## src/rtl/pipe_pkg.sv

```systemverilog
// Shared pipeline definitions: occupancy state encoding for pipe_stage_reg and
// the legacy control-field widths carried by the IF/ID .. MEM/WB stage payloads.
package pipe_pkg;

  typedef logic [1:0] pipe_state_t;

  localparam logic [1:0] ST_EMPTY = 2'd0;
  localparam logic [1:0] ST_ONE   = 2'd1;
  localparam logic [1:0] ST_TWO   = 2'd2;

  localparam int CTRL_ALU_OP_W = 4;
  localparam int CTRL_MEM_OP_W = 3;
  localparam int CTRL_WB_SEL_W = 2;
  localparam int CTRL_W        = CTRL_ALU_OP_W + CTRL_MEM_OP_W + CTRL_WB_SEL_W;

endpackage

```

## src/rtl/pipe_stage_reg.sv

```systemverilog
// Pipeline stage register with optional two-entry skid buffer, stall and flush.
// count_o is the raw occupancy state (EMPTY=0, ONE=1, TWO=2).
module pipe_stage_reg
  import pipe_pkg::*;
#(
  parameter int                DATA_W           = 32,
  parameter bit                SKID_EN          = 1'b1,
  parameter bit                FLUSH_OVER_STALL = 1'b0,
  parameter logic [DATA_W-1:0] RESET_VAL        = '0
) (
  input  logic              clk_i,
  input  logic              rst_n_i,
  input  logic              in_valid_i,
  input  logic [DATA_W-1:0] in_data_i,
  output logic              in_ready_o,
  output logic              out_valid_o,
  output logic [DATA_W-1:0] out_data_o,
  input  logic              out_ready_i,
  input  logic              stall_i,
  input  logic              flush_i,
  output logic [1:0]        count_o
);

  // Handshake: a payload moves across a side only in a cycle where valid and
  // ready are both high at the rising edge and the effective stall is low.

  pipe_state_t       state_q, state_d;
  logic [DATA_W-1:0] main_q, main_d;
  logic [DATA_W-1:0] skid_q, skid_d;
  logic              stall_eff;
  logic              flush_eff;
  logic              in_xfer;
  logic              out_xfer;

  assign stall_eff = stall_i && !(flush_i && FLUSH_OVER_STALL);
  assign flush_eff = flush_i && !stall_eff;

  // With the skid entry, ready depends only on local state, never on out_ready_i.
  always_comb begin
    in_ready_o = 1'b0;
    if (SKID_EN) begin
      in_ready_o = (state_q != ST_TWO) && !stall_i && !flush_i;
    end else begin
      in_ready_o = ((state_q == ST_EMPTY) || out_ready_i) && !stall_i && !flush_i;
    end
  end

  assign out_valid_o = (state_q != ST_EMPTY) && !stall_i;
  assign out_data_o  = main_q;
  assign count_o     = state_q;

  assign in_xfer  = in_valid_i && in_ready_o && !stall_eff;
  assign out_xfer = out_valid_o && out_ready_i && !stall_eff && !flush_eff;

  always_comb begin
    state_d = state_q;
    main_d  = main_q;
    skid_d  = skid_q;
    if (flush_eff) begin
      state_d = ST_EMPTY;
      main_d  = RESET_VAL;
    end else if (!stall_eff) begin
      case (state_q)
        ST_EMPTY: begin
          if (in_xfer) begin
            state_d = ST_ONE;
            main_d  = in_data_i;
          end
        end
        ST_ONE: begin
          if (in_xfer && out_xfer) begin
            main_d = in_data_i;
          end else if (in_xfer) begin
            state_d = ST_TWO;
            skid_d  = in_data_i;
          end else if (out_xfer) begin
            state_d = ST_EMPTY;
          end
        end
        ST_TWO: begin
          if (out_xfer) begin
            state_d = ST_ONE;
            main_d  = skid_q;
          end
        end
        default: state_d = ST_EMPTY;
      endcase
    end
  end

  always_ff @(posedge clk_i or negedge rst_n_i) begin
    if (!rst_n_i) begin
      state_q <= ST_EMPTY;
      main_q  <= RESET_VAL;
      skid_q  <= RESET_VAL;
    end else begin
      state_q <= state_d;
      main_q  <= main_d;
      skid_q  <= skid_d;
    end
  end

endmodule

```

## config.mk

```make
export PLATFORM = sky130hd
export DESIGN_NAME = pipe_stage_reg
export DESIGN_NICKNAME = d
export VERILOG_FILES = /design/src/rtl/pipe_pkg.sv /design/src/rtl/pipe_stage_reg.sv
export SDC_FILE = /design/constraint.sdc
export NUM_CORES = 1
export LEC_CHECK = 0
export ABC_AREA = 1
export CORE_UTILIZATION = 45
export DETAILED_ROUTE_END_ITERATION = 7
export DONT_BUFFER_PORTS = 1
export PLACE_DENSITY = 0.64
export SLEW_MARGIN = 20
export SYNTH_ARGS = -nofsm -noshare
export SYNTH_HDL_FRONTEND = slang
export SYNTH_SLANG_ARGS = --single-unit
```

## constraint.sdc

```tcl
create_clock -name clk_i -period 4.4 [get_ports clk_i]
set_input_delay 0.88 -clock clk_i [delete_from_list [all_inputs] [get_ports clk_i]]
set_output_delay 0.88 -clock clk_i [all_outputs]
set_load 0.005 [all_outputs]
```

Word-level counts from Yosys, hierarchy flattened
Index checks and enable logic that the tools add are counted.

cells by class
  eq/ne operators = 9
  multiplexer cells = 14
  bitwise operators = 3
  reduce and logical (&&, ||, !) cells = 19

operators by type and width
  operator              number
  $mux W32              5
  $pmux W32 S3          1
  $reduce_and A5 Y1     3
  $mux W2               7
  $ne A3 B3 Y1 const B  4
  $logic_and A1 B1 Y1   10
  $pmux W2 S3           1
  $ne A4 B4 Y1 const B  1
  $reduce_bool A4 Y1    1
  $logic_not A1 Y1      3
  $not A1 Y1            3
  $eq A2 B1 Y1 const B  1
  $eq A2 B2 Y1 const B  1
  $logic_not A2 Y1      1
  $ne A2 B1 Y1 const B  1
  $ne A2 B2 Y1 const B  1
  $reduce_bool A2 Y1    1

word-level totals
  bits in registers = 66
  bits of input ports = 38
  output and inout port bits = 36
  word-level logic and storage cells = 48

Depth between registers and ports, before layout
  depth in word-level cells = 11
  gate-level depth with buffers = 11
  depth with buffers taken out = 11

Worst setup path before layout
No wires, ideal clock.

  path type = input-to-output
  start point = input port stall_i
  end point = output port in_ready_o
  arrival time = 1.121 ns
  data required time = 3.520 ns
  setup slack = 2.399 ns
  stages = 3
  buffers on the path = 0
  cell sequence = nor2_1 -> nand2_1 -> inv_1

between the ends
  word-level cells in the longest chain between the ends = 3

ends and longest elaborated chain
  item                              RTL line              text
  start, declared                   pipe_stage_reg.sv:19  input logic stall_i,
  $logic_not A1 Y1                  -
  $logic_and A1 B1 Y1 (2 in a row)  pipe_stage_reg.sv:42  in_ready_o = (state_q != ST_TWO) && !stall_i && !flush_i;
  end, declared                     pipe_stage_reg.sv:15  output logic in_ready_o,

No other way between the ends.

Final worst setup path
  start point = register state_q[0] (netlist: count_o[0])
  end point = register main_q[3] (netlist: out_data_o[3])

between the ends
  word-level cells in the longest chain between the ends = 8
  elaborated cells between the ends (all ways) = 22
  classes of those cells = eq/ne: 6; mux: 3; reduce/logical: 13

ends and longest elaborated chain
  item                                                       RTL line                                    text
  start, declared                                            pipe_stage_reg.sv:27                        pipe_state_t state_q, state_d;
  start signal, assigned                                     pipe_stage_reg.sv:97                        state_q <= state_d;
  $ne A2 B2 Y1 / $reduce_bool A2 Y1 (equally long branches)  pipe_stage_reg.sv:42, pipe_stage_reg.sv:48
  $logic_and A1 B1 Y1 (on tied branches)                     pipe_stage_reg.sv:42, pipe_stage_reg.sv:48
  $logic_and A1 B1 Y1 (on tied branches)                     pipe_stage_reg.sv:42, pipe_stage_reg.sv:53
  $logic_and A1 B1 Y1 (on tied branches) (2 in a row)        pipe_stage_reg.sv:52, pipe_stage_reg.sv:53
  $logic_and A1 B1 Y1                                        pipe_stage_reg.sv:71                        if (in_xfer && out_xfer) begin
  $ne A3 B3 Y1 (no line)                                     -
  $reduce_and A5 Y1 (no line)                                -
  end signal, assigned                                       pipe_stage_reg.sv:98                        main_q <= main_d;
  end, declared                                              pipe_stage_reg.sv:28                        logic [DATA_W-1:0] main_q, main_d;

Several ways; a longest one is shown, not always the timed one. The select of a mux whose other input is x is not followed.
A chain may end at the register's enable or synchronous reset.

==> impl_results.md <==
* Status: complete, no violations
* CTS tree: done
* CTS Buf Count at 9
* Gate Count Post-Synth at 395
* Drt first pass iters at 4
* Post-CTS sizing at 0
* Routed vias/inst at 5.08
* WP data required at 4.62 ns
* Die Wd at 87.0 um
* H-tree depth at 3
* Worst path cell trace: inv_1, ha_1, nor2_1, nand3_2, nand2_1, nor2_2, nor2_8, nand3_4, nand2_1, nand2_1
* Sw frac at 37.1%
* CP dominant cell by count: nand2_1
* Pwr/cell area at 597 mW/mm2
* WL per Instance at 13.9 um
* DR vias at 2,448
* Syn avg cell area at 8.23 um2
* Final nets at 423
* GRT Overall Usage at 19.3%
* Comb pwr share at 26.4%
* Crit. End Element: flip-flop
* Post-layout min period at 2.49 ns
* Sink Count at 66
* Setup TNS at 0 ns
* Commonest non-fill, non-tap cell in the layout: nand2_1
* Final setup viols at 0
* Area of the core at 0.00687 mm2
* Max clock buf depth at 2
* Global-route wire length before repair at 11.2 mm
* Die ar. at 0.00756 mm2
* Top post-synthesis cells by area: dfrtp_1, nand2_1, a211oi_1
* Final Hold Vio Count at 0
* Crit-path max FO at 36
* Post-synth net total at 437
* Post-route ant nets at 0
* Post-CTS Hold Buffers at 0
* Unrepaired setup endpoints after global routing: false
* Seq pwr share at 51.0%
* Internal power at 1.28 mW
* Slowest stage cell, crit path: dfrtp_1
* Layout cells sized above 1 at 7.51%
* Num rows at 30
* # DRC at 0
* I/O pins at 74
* Peak VDD IR at 231 uV
* Final Skew at 0.00960 ns
* Hold slack at 0.236 ns
* Slew of the pin with the lowest slew margin at 1.02 ns
* Number of setup buffers added after CTS at 0
* Port buffer count at 0
* Post-Syn Area at 0.00325 mm2
* Dominant cell type by area after synthesis: dfrtp_1
* Slew Viols, Final at 0
* Vias in the first global route at 2,320
* Fmax at 402 MHz
* Post-synthesis sequential area ratio at 50.8%
* Yosys reg bits at 66
* Placed Cells at 466
* Synth top area share at 50.8%
* Worst Hold Class: in2async
* Initial DRC Count at 129
* CP peak stage delay at 0.44 ns
* Final std cells w/o fill at 482
* Synthesis Warnings at 0
* Distinct cells, synth at 22
* Clock network fraction of design power at 22.6%
* Slew HR at 31.7%
* R2r startpoint: count_o[0]
* Routed WL at 6.69 mm
* Largest net degree at the start of global routing at 67
* CP arrival at 2.71 ns
* Clk_lat worst skew at 0.34 ns
* Die Height at 87.0 um
* Reg clk slew, reported paths at 0.07 ns
* Detailed-placement wirelength estimate at 4.06 mm
* Final GP Congestion at 0.742
* P_leak at 1.82 nW
* Antenna violations before repair at 0
* Area grow syn2layout at 5.20%
* Psw at 0.757 mW
* Root Buffer: clkbuf_8
* Setup crit start: count_o[0]
* Grt ovf at 0
* Antenna cell count at 0
* Setup Crit Path Kind: reg2reg
* CP startpoint kind: flip-flop
* Period utilisation layout at 56.5%
* Max cap viols at 0
* Most frequent cells in the layout: nand2_1, dfrtp_1, inv_1
* Initial Utilization at 47.3%
## kinds of logic (layout without fill, tap and decap cells)
kind of cell / count (synthesis) / count (layout) / synth area share [%]
flip-flops: 66 / 66 / 50.8
AND/OR/NAND/NOR: 191 / 191 / 25.9
AO/OA/AOI/OAI: 66 / 66 / 12.6
adder cells (fa/ha/maj): 4 / 4 / 1.54
buffers and inverters: 68 / 59 / 9.13
## Yosys cell counts
cell type,instances
nand2_4,1
nand2_2,2
inv_1,41
nor2_1,34
clkbuf_1,13
o21ai_0,24
nor2_8,1
o21ai_1,9
a21oi_1,1
a211oi_1,32
nor2_2,2
nand3_1,37
inv_2,2
nand3_4,1
buf_4,3
ha_1,4
nand2_1,110
dfrtp_1,66
nand3_2,2
buf_2,6
nand4_4,1
buf_6,3
## per-layer routing
metal / up-vias / track usage [%] / share of wire, %
li1: 1246 / - / -
met1: 1140 / 24.2 / 48
met2: 56 / 31.1 / 46
met3: 6 / 6.73 / 5.9
met4: 0 / 6.82 / 0.97
met5: - / 0 / 0
## state kept, by name (all words and copies together) (netlist names)
register and count:
skid_q 32, count_o 2, out_data_o 32
## power groups by stage
stage | registers [mW] | clock network (mW) | logic [mW]
floorplan | 1.00 | 0 | 0.489
global placement | 1.05 | 0 | 0.525
detailed placement | 1.05 | 0 | 0.546
CTS | 1.05 | 0.478 | 0.546
global route | 1.07 | 0.503 | 0.645
finish | 1.04 | 0.462 | 0.539
## metrics by stage
step | util [%] | area [um2] | setup slack (ns) | total power [mW]
detailed placement | 47.1 | 3230 | 1.78 | 1.60
floorplan | - | 3250 | 2.40 | 1.49
finish | 49.8 | 3420 | 1.91 | 2.04
global route | 49.8 | 3420 | 1.65 | 2.22
global placement | 47.1 | 3230 | 1.87 | 1.58
CTS | 49.7 | 3420 | 1.85 | 2.07
## worst max-delay path, delay by kind of cell (launching register included)
kind          cells  cell delay [ns]
fa+ha+maj         1             0.26
flops             1             0.44
simple gates      8             1.59
buf+inv           1             0.09
## layout make-up
type	instances	area [um2]
inverter	43	161
fill	689	3450
tap	96	120
sequential	66	1650
multi-input combinational	261	1300
clock inverter	4	26.3
clock buffer	12	155
## path summary, 6_finish.rpt
check | to | slack, ns | cells past startpoint
worst max-delay path | out_data_o[3] | 1.91 | 10
worst max register to register | out_data_o[3] | 1.91 | 10
max in group asynchronous | count_o[0] | 4.06 | 0
min in group clk_i | skid_q[18] | 0.49 | 2
worst min-delay path | skid_q[20] | 0.24 | 0
worst min register to register | skid_q[18] | 0.49 | 2
(Power assumes the default switching activity.)
